<file path="config.mk">
export PLATFORM = sky130hd
export DESIGN_NAME = mesi_isc_breq_arb
export DESIGN_NICKNAME = d
export VERILOG_FILES = /design/src/rtl/mesi_isc_pkg.sv /design/src/rtl/mesi_isc_breq_fifo.sv /design/src/rtl/mesi_isc_breq_arb.sv
export SDC_FILE = /design/constraint.sdc
export NUM_CORES = 1
export LEC_CHECK = 0
export ABC_CLOCK_PERIOD_IN_PS = 5450
export CELL_PAD_IN_SITES_DETAIL_PLACEMENT = 0
export CELL_PAD_IN_SITES_GLOBAL_PLACEMENT = 1
export CORE_ASPECT_RATIO = 2
export CORE_MARGIN = 1.5
export CORE_UTILIZATION = 41
export CTS_CLUSTER_SIZE = 40
export DETAILED_ROUTE_END_ITERATION = 7
export MAX_ROUTING_LAYER = met4
export PLACE_DENSITY_LB_ADDON = 0.2
export SETUP_SLACK_MARGIN = 0.15
export SLEW_MARGIN = 20
export SYNTH_ARGS = -nofsm -noshare
export SYNTH_HDL_FRONTEND = slang
export SYNTH_HIERARCHICAL = 1
export SYNTH_SLANG_ARGS = --single-unit
</file>
<file path="constraint.sdc">
create_clock -name clk -period 5.45 [get_ports clk]
set_clock_uncertainty 0.05 [all_clocks]
set_input_delay 0.545 -clock clk [delete_from_list [all_inputs] [get_ports clk]]
set_output_delay 0.545 -clock clk [all_outputs]
set_load 0.05 [all_outputs]
</file>
<file path="src/rtl/mesi_isc_pkg.sv">
// Shared main-bus constants and the broadcast-request queue entry for the MESI ISC.
// The arbiter and its request FIFO both import this package.
package mesi_isc_pkg;

  localparam int ADDR_WIDTH     = 32;
  localparam int MBUS_CMD_WIDTH = 3;

  localparam logic [MBUS_CMD_WIDTH-1:0] MBUS_CMD_NOP      = 3'd0;
  localparam logic [MBUS_CMD_WIDTH-1:0] MBUS_CMD_WR       = 3'd1;
  localparam logic [MBUS_CMD_WIDTH-1:0] MBUS_CMD_RD       = 3'd2;
  localparam logic [MBUS_CMD_WIDTH-1:0] MBUS_CMD_WR_BROAD = 3'd3;
  localparam logic [MBUS_CMD_WIDTH-1:0] MBUS_CMD_RD_BROAD = 3'd4;

  typedef struct packed {
    logic [1:0]                id;
    logic [MBUS_CMD_WIDTH-1:0] cmd;
    logic [ADDR_WIDTH-1:0]     addr;
  } breq_entry_t;

  function automatic logic is_broad(input logic [MBUS_CMD_WIDTH-1:0] cmd);
    return (cmd == MBUS_CMD_WR_BROAD) || (cmd == MBUS_CMD_RD_BROAD);
  endfunction

  function automatic logic is_illegal(input logic [MBUS_CMD_WIDTH-1:0] cmd);
    return cmd > MBUS_CMD_RD_BROAD;
  endfunction

endpackage

</file>
<file path="src/rtl/mesi_isc_breq_fifo.sv">
// Show-ahead FIFO of broadcast requests. The pointers carry an extra wrap bit, so
// full and empty are told apart without a separate occupancy register.
module mesi_isc_breq_fifo
  import mesi_isc_pkg::*;
#(
  parameter  int DEPTH = 4,
  localparam int AW    = $clog2(DEPTH)
) (
  input  logic        clk,
  input  logic        rst,
  input  logic        push,
  input  breq_entry_t push_data,
  input  logic        pop,
  output breq_entry_t pop_data,
  output logic        full,
  output logic        empty,
  output logic [AW:0] count
);

  logic [AW:0] wr_ptr;
  logic [AW:0] rd_ptr;
  breq_entry_t mem [DEPTH];
  logic        do_push;
  logic        do_pop;

  assign do_push = push & ~full;
  assign do_pop  = pop & ~empty;

  always_ff @(posedge clk) begin
    if (rst) begin
      wr_ptr <= '0;
      rd_ptr <= '0;
    end else begin
      if (do_push) wr_ptr <= wr_ptr + 1'b1;
      if (do_pop)  rd_ptr <= rd_ptr + 1'b1;
    end
  end

  // NOTE: storage is not reset; the pointers alone define which entries are live.
  always_ff @(posedge clk) begin
    if (do_push) mem[wr_ptr[AW-1:0]] <= push_data;
  end

  assign count    = wr_ptr - rd_ptr;
  assign empty    = (wr_ptr == rd_ptr);
  assign full     = (wr_ptr[AW] != rd_ptr[AW]) && (wr_ptr[AW-1:0] == rd_ptr[AW-1:0]);
  assign pop_data = empty ? '0 : mem[rd_ptr[AW-1:0]];

endmodule

</file>
<file path="src/rtl/mesi_isc_breq_arb.sv">
// Round-robin arbiter over four CPU main-bus ports: acks one broadcast request per
// cycle and queues {id,cmd,addr} for the coherence-broadcast stage.
module mesi_isc_breq_arb
  import mesi_isc_pkg::*;
#(
  parameter  int FIFO_DEPTH = 4,
  localparam int CW         = $clog2(FIFO_DEPTH) + 1
) (
  input  logic                                 clk,
  input  logic                                 rst,
  input  logic [3:0][MBUS_CMD_WIDTH-1:0]       mbus_cmd_i,
  input  logic [3:0][ADDR_WIDTH-1:0]           mbus_addr_i,
  output logic [3:0]                           mbus_ack_o,
  output logic                                 breq_valid_o,
  input  logic                                 breq_ready_i,
  output logic [1:0]                           breq_id_o,
  output logic [MBUS_CMD_WIDTH-1:0]            breq_cmd_o,
  output logic [ADDR_WIDTH-1:0]                breq_addr_o,
  output logic [CW-1:0]                        fifo_count_o,
  output logic                                 err_o
);

  logic [1:0]  rr_ptr;
  logic [3:0]  eligible;
  logic [3:0]  illegal;
  logic        fifo_full;
  logic        fifo_empty;
  logic [2:0]  start;
  logic [7:0]  dbl;
  logic [3:0]  rot;
  logic [1:0]  offset;
  logic        grant_valid;
  logic [1:0]  grant_id;
  breq_entry_t push_data;
  breq_entry_t head;

  // A master still holding its cmd during its own ack cycle must not win again.
  always_comb begin
    for (int i = 0; i < 4; i++) begin
      eligible[i] = is_broad(mbus_cmd_i[i]) && !mbus_ack_o[i] && !fifo_full;
      illegal[i]  = is_illegal(mbus_cmd_i[i]);
    end
  end

  // Rotate so the CPU after rr_ptr sits at bit 0, pick the lowest set bit, rotate back.
  assign start = {1'b0, rr_ptr} + 3'd1;
  assign dbl   = {eligible, eligible};
  assign rot   = dbl[start +: 4];

  // NOTE: every always_comb output gets a default first so no path can infer a latch.
  always_comb begin
    offset = 2'd0;
    for (int k = 3; k >= 0; k--) begin
      if (rot[k]) offset = 2'(k);
    end
  end

  assign grant_valid = |rot;
  assign grant_id    = start[1:0] + offset;

  // NOTE: sequential state uses non-blocking assignments so all registers update together.
  always_ff @(posedge clk) begin
    if (rst) begin
      mbus_ack_o <= '0;
      rr_ptr     <= 2'd3;
      err_o      <= 1'b0;
    end else begin
      mbus_ack_o <= grant_valid ? (4'b0001 << grant_id) : 4'b0000;
      if (grant_valid) rr_ptr <= grant_id;
      if (|illegal)    err_o  <= 1'b1;
    end
  end

  assign push_data = '{id: grant_id, cmd: mbus_cmd_i[grant_id], addr: mbus_addr_i[grant_id]};

  mesi_isc_breq_fifo #(.DEPTH(FIFO_DEPTH)) u_fifo (
    .clk       (clk),
    .rst       (rst),
    .push      (grant_valid),
    .push_data (push_data),
    .pop       (breq_ready_i),
    .pop_data  (head),
    .full      (fifo_full),
    .empty     (fifo_empty),
    .count     (fifo_count_o)
  );

  assign breq_valid_o = ~fifo_empty;
  assign breq_id_o    = head.id;
  assign breq_cmd_o   = head.cmd;
  assign breq_addr_o  = head.addr;

endmodule

</file>
After elaboration in Yosys (flattened, before gate mapping):

Memories as Yosys holds them, arrays and structs flattened. A register that Yosys moved wholly into a read port is not among the register bits.
Cells that the tools add are included.

* add/subtract/negate cells: 5
* multiply operators: 0
* div/mod/pow operators: 0
* magnitude comparators: 5
* equality and inequality tests: 11
* shifts and indexed selects: 2
* muxes and demuxes: 13
* bitwise gates (word level): 5
* reduce and logical (&&, ||, !) cells: 21

Operator list (count)
* $bmux 32 s2: 1
* $mux 37: 1
* $mux 32: 1
* $eq 3x2->1 const B: 4
* $eq 3x3->1 const B: 4
* $gt 3x3->1 const B: 4
* $mux 2: 6
* $logic_and 1x1->1: 9
* $reduce_or 4->1: 2
* $shiftx 8x4->4: 1
* $add 3x1->3 const B: 2
* $bmux 3 s2: 1
* $logic_not 1->1: 5
* $logic_or 1x1->1: 4
* $shl 1x2->4 const A: 1
* $add 2x1->3 const B: 1
* $eq 3x3->1: 1
* $lt 2x3->1 const B: 1
* $mux 3: 1
* $not 1->1: 3
* $sub 3x3->3: 1
* $add 2x2->2: 1
* $and 1x1->1: 2
* $eq 2x2->1: 1
* other kinds (3): 4

* flip-flop bits (word level): 13
* latch bits: 0
* memory bits (writable): 148
* bits in read-only memories: 0
* bits of input ports: 143
* output and inout bits: 46
* word-level logic and storage cells: 68
* memories: 1

Memories
* u_fifo.mem: words 4, width 37, read ports 1, clocked after memory_dff 1, write ports 1, RTL line mesi_isc_breq_fifo.sv:22 `breq_entry_t mem [DEPTH];`

Logic depth before layout (Yosys ltp):

* depth in word-level cells: 12
* mapped depth: 17
* mapped depth without buffers: 15

By module:

Netlist, hierarchy kept.

Modules (own cells, without submodules)
* mesi_isc_breq_fifo: times used 1, cells each 301, area an instance 6183.4 um^2, sequential area each 4604.4 um^2
* mesi_isc_breq_arb: times used 1, cells each 186, area an instance 1691.6 um^2, sequential area each 140.1 um^2

Least setup slack after synthesis:

No wires, ideal clock.

* kind: reg-to-reg
* start point: register u_fifo.wr_ptr[0]
* end point: memory u_fifo/mem[0][0] (netlist name), data pin
* arrival time: 3.500 ns
* required time: 5.125 ns
* setup slack: 1.625 ns
* stages on the path, launching flop included: 16
* buffers on the path: 3
* clock period less this slack: 3.825 ns
* cells stage by stage: dfxtp_1 > inv_1 > ha_1 > nand2_1 > clkbuf_1 > nor2_1 > nor2_1 > o21a_1 > nor3_1 > a311oi_1 > o21ai_0 > ha_1 > clkbuf_1 > clkbuf_1 > mux2i_1 > mux2i_1

RTL lines
* from (decl): RTL line mesi_isc_breq_fifo.sv:20 `logic [AW:0] wr_ptr;`
* from (signal assigned): RTL line mesi_isc_breq_fifo.sv:34 `if (do_push) wr_ptr <= wr_ptr + 1'b1;`
* to (decl): RTL line mesi_isc_breq_fifo.sv:22

==> results.txt <==
----------------------------------------------------
[Clock tree]
  Number of buffers inserted during clock tree synthesis ... 17
  Clock sink total ... 163
  Level count of the clock H-tree ... 4
  Later-pin clock latency in the skew report ... 0.43 ns
  Number of buffers inserted for hold repair after clock tree synthesis ... 0
  Number of resized instances in the post-cts repair step ... 0
  Clock-pin transition on the worst setup and hold timing paths ... approximately 0.070 ns
  Deepest clock path buffer count ... 2
  Clock tree root driver cell ... sky130_fd_sc_hd__clkbuf_16
  Number of buffers inserted by post-CTS setup repair ... 0
  TritonCTS clock tree ... done

[GRT]
  Busiest grt layer ... met2
  First-pass GRT wire length ... around 28000 µm
  M3 GR Usage ... 3.37%
  Met1 track demand over resource in global routing ... between 10% and 20%
  Via count of the first global-routing pass ... ~5300
  Global-route track usage on met2 ... 37.3%
  Final global-route overflow total ... 0
  Aggregate global-route resource usage ... between 10% and 20%
  Number of antenna violations at the first check in global routing ... 1
  Largest net degree at the start of global routing ... 42

[Setup path]
  Arr. time, crit path ... 4.64 ns
  Register-to-Register Setup Slack ... 0.96 ns
  Delay of the slowest cell on the worst path ... 0.54 ns
  Launching instance or port of the critical path ... u_fifo/wr_ptr[0]$_SDFFE_PP0P_
  Sequence of cells on the critical path ... inv_1 > ha_1 > nand2_1 > nor2_1 > nor2_1 > o21a_1 > nand3_1 > o311a_2 > o21ai_0 > ha_4 > xnor2_1 > xnor2_1 > xnor2_4 > buf_4 > mux2i_1
  Crit path capture type ... flop
  Capturing element of the worst setup path ... u_fifo/mem[3][11]$_DFFE_PP_
  Cell with the largest stage delay on the worst path ... sky130_fd_sc_hd__xnor2_4
  Reg-to-reg endpoint ... u_fifo/mem[3][11]$_DFFE_PP_
  Crit path launch type ... flop
  Startpoint of the worst register-to-register path ... u_fifo/wr_ptr[0]$_SDFFE_PP0P_
  Register-to-Register Path Depth ... 15
  Critical path type ... reg2reg
  Req. time, crit path ... between 5 and 6 ns
  Worst Path Max Fanout ... 13

[Logic synthesis]
  Top flip-flop cell by instance count after synthesis ... sky130_fd_sc_hd__edfxtp_1
  Netlist cell types ... 48
  Cells after Synth ... a little under 500
  Net count of the mapped netlist ... 639
  Sequential element share of the synthesized area ... 60.2%
  Number of synthesized register bits ... 163
  Async set-reset flop share out of synthesis ... 0%
  Synthesis Warnings ... 6
  Post-synth design cell area ... 7880 µm²
  Post-Syn Area per Cell ... 16.2 µm²
  Post-synth EDFFs ... 148

[Floorplan]
  Rows ... between 70 and 80
  Starting density of the core ... 41.8%
  Width of the die ... 101 µm
  Overall die area ... 20100 µm²
  Number of top-level pins ... 189
  Core box area ... approximately 19000 µm²
  Vertical die dimension ... ~200 µm

[Layout]
  Proportion of layout cells with a drive suffix above 1 ... a little over an eighth
  Layout Area Growth over Synthesis ... 35.0%
  End-of-flow core utilization ... 56.4%
  Count of nets after finishing ... 822
  Highest-count cells in the layout ignoring fill and taps ... 188 x sky130_fd_sc_hd__clkdlybuf4s50_1, 148 x sky130_fd_sc_hd__edfxtp_1, 105 x sky130_fd_sc_hd__mux2i_1
  Non-filler cells in the finished layout ... 939
  Commonest non-fill, non-tap cell in the layout ... sky130_fd_sc_hd__clkdlybuf4s50_1

[Placement]
  Post-DP HPWL ... approximately 13000 µm
  Global placement routability congestion ... 0.829
  # placed instances ... roughly 910
  IO Port Bufs ... 188

[STA]
  Final number of max-transition violations ... 0
  Final setup violation count ... 0
  Summed negative setup slack over all endpoints ... 0 ns
  Total count of hold-check failures in the final report ... 0
  Max Clk Rate ... around 220 MHz
  Worst max-slew margin expressed relative to the limit ... 28.4%
  Actual transition at the worst max-transition pin ... 1.07 ns
  Fin crit share ... slightly above 80%
  Unrepaired setup endpoints after global routing ... no
  Final critical-path required period ... ~4.5 ns
  Final-layout worst hold slack ... between 0.4 and 0.5 ns

[Detailed routing]
  Count of nets left with antenna violations after detail routing ... 0
  Vias per cell ... about 5.2
  Sum of routed wire length over all layers ... 18600 µm
  Number of detailed-route iterations in the first pass ... 4
  Number of remaining DRC errors ... 0
  Iteration-0 DRC Markers ... about 220
  Routed vias ... 4875
  Drt wl/cell ... roughly 20 µm

[Flow run]
  # Max-Cap Violations ... 0

[Hold path]
  Beginning of the worst hold path ... err_o$_SDFFE_PP0P_
  Worst hold path class ... reg2reg
  Cell count of the worst hold path ... 2

[Run status]
  Run status ... completed

----------------------------------------------------
cell families (layout without fill, tap and decap cells):
kind of cell,after synthesis,after routing,share of synthesized area (%)
AO/OA/AOI/OAI,36,36,3.40
XOR/XNOR,5,5,0.747
adder cells (fa/ha/maj),9,9,1.53
buffers and inverters,38,234,2.62
flip-flops,163,163,60.2
multiplexers,142,142,23.9
other,0,1,0
AND/OR/NAND/NOR,94,94,7.53
worst min-delay path by stage:
stage	to
finish	err_o$_SDFFE_PP0P_
global placement	err_o$_SDFFE_PP0P_
detailed placement	err_o$_SDFFE_PP0P_
global route	err_o$_SDFFE_PP0P_
CTS	err_o$_SDFFE_PP0P_
floorplan	u_fifo/rd_ptr[2]$_SDFFE_PP0P_
routing by layer:
metal	routed length (µm)	share of wire, %	vias up
li1	-	-	2288
met1	6340	34	2421
met2	11200	60	150
met3	753	4.0	16
met4	340	1.8	0
met5	0	0	-
final cells by class:
| cell class | count | area [µm²] |
|---|---|---|
| fillers | 1591 | 8210 |
| flip-flops and latches | 163 | 4750 |
| multi-input cells | 286 | 2960 |
| repair buffers | 193 | 1960 |
| clock buffers | 19 | 475 |
| well taps | 255 | 319 |
| clock inverters | 13 | 125 |
| inverters | 9 | 33.8 |
| diodes | 1 | 2.50 |
per-stage QoR:
| step | cell area [µm²] | setup slack [ns] |
|---|---|---|
| after floorplan | 7880 | 1.62 |
| after global placement | 10000 | 1.24 |
| after detailed placement | 10000 | 0.975 |
| after CTS | 10600 | 0.962 |
| after global routing | 10600 | 0.471 |
| final | 10600 | 0.959 |
worst max-delay path: cells and delay by family, from the launching register on:
kind                       cells  cell delay, ns
buffers and inverters          2            0.43
AOI/OAI and AO/OA              3            0.69
DFF                            1            0.41
and+or+nand+nor                4            0.93
muxes                          1            0.38
adders and majority gates      2            0.54
xor gates and xnor gates       3            0.82
registers in the layout, indices dropped and copies added, names as in the netlist, named ones only:
signal	count
u_fifo/mem	148
rr_ptr	2
u_fifo/wr_ptr	3
err_o	1
u_fifo/rd_ptr	3
mbus_ack_o	4
synth_stat cells, types with 2 or more instances:
| cell type | instances | area share [%] |
|---|---|---|
| sky130_fd_sc_hd__edfxtp_1 | 148 | 56 |
| sky130_fd_sc_hd__mux4_2 | 37 | 11 |
| sky130_fd_sc_hd__buf_6 | 5 | 0.71 |
| sky130_fd_sc_hd__nand3_1 | 3 | 0.19 |
| sky130_fd_sc_hd__o21ai_1 | 3 | 0.19 |
| sky130_fd_sc_hd__inv_1 | 8 | 0.38 |
| sky130_fd_sc_hd__nor2b_1 | 39 | 3.1 |
| sky130_fd_sc_hd__or4_1 | 2 | 0.19 |
| sky130_fd_sc_hd__nor3_1 | 2 | 0.13 |
| sky130_fd_sc_hd__nor3b_2 | 3 | 0.48 |
| sky130_fd_sc_hd__a31oi_1 | 2 | 0.16 |
| sky130_fd_sc_hd__clkbuf_1 | 11 | 0.52 |
| sky130_fd_sc_hd__ha_1 | 8 | 1.3 |
| sky130_fd_sc_hd__xnor2_1 | 3 | 0.33 |
| sky130_fd_sc_hd__nand4_1 | 2 | 0.16 |
| sky130_fd_sc_hd__a41oi_1 | 2 | 0.22 |
| sky130_fd_sc_hd__o311ai_0 | 3 | 0.33 |
| sky130_fd_sc_hd__and2_1 | 4 | 0.32 |
| sky130_fd_sc_hd__nor3b_1 | 6 | 0.57 |
| sky130_fd_sc_hd__o21ai_0 | 5 | 0.32 |
| sky130_fd_sc_hd__o21a_1 | 3 | 0.29 |
| sky130_fd_sc_hd__dfxtp_1 | 15 | 3.8 |
| sky130_fd_sc_hd__mux2i_1 | 105 | 13 |
| sky130_fd_sc_hd__a211oi_1 | 3 | 0.29 |
| sky130_fd_sc_hd__xnor2_2 | 2 | 0.41 |
| sky130_fd_sc_hd__nand2_1 | 10 | 0.48 |
| sky130_fd_sc_hd__and3b_1 | 6 | 0.67 |
| sky130_fd_sc_hd__a211o_1 | 2 | 0.22 |
| sky130_fd_sc_hd__buf_4 | 4 | 0.38 |
| sky130_fd_sc_hd__a21oi_1 | 6 | 0.38 |
| sky130_fd_sc_hd__nor2_1 | 11 | 0.52 |
| sky130_fd_sc_hd__buf_2 | 8 | 0.51 |
Power is not shown: default switching activity piles up to over one toggle a cycle in this logic, so the estimate is an artifact.
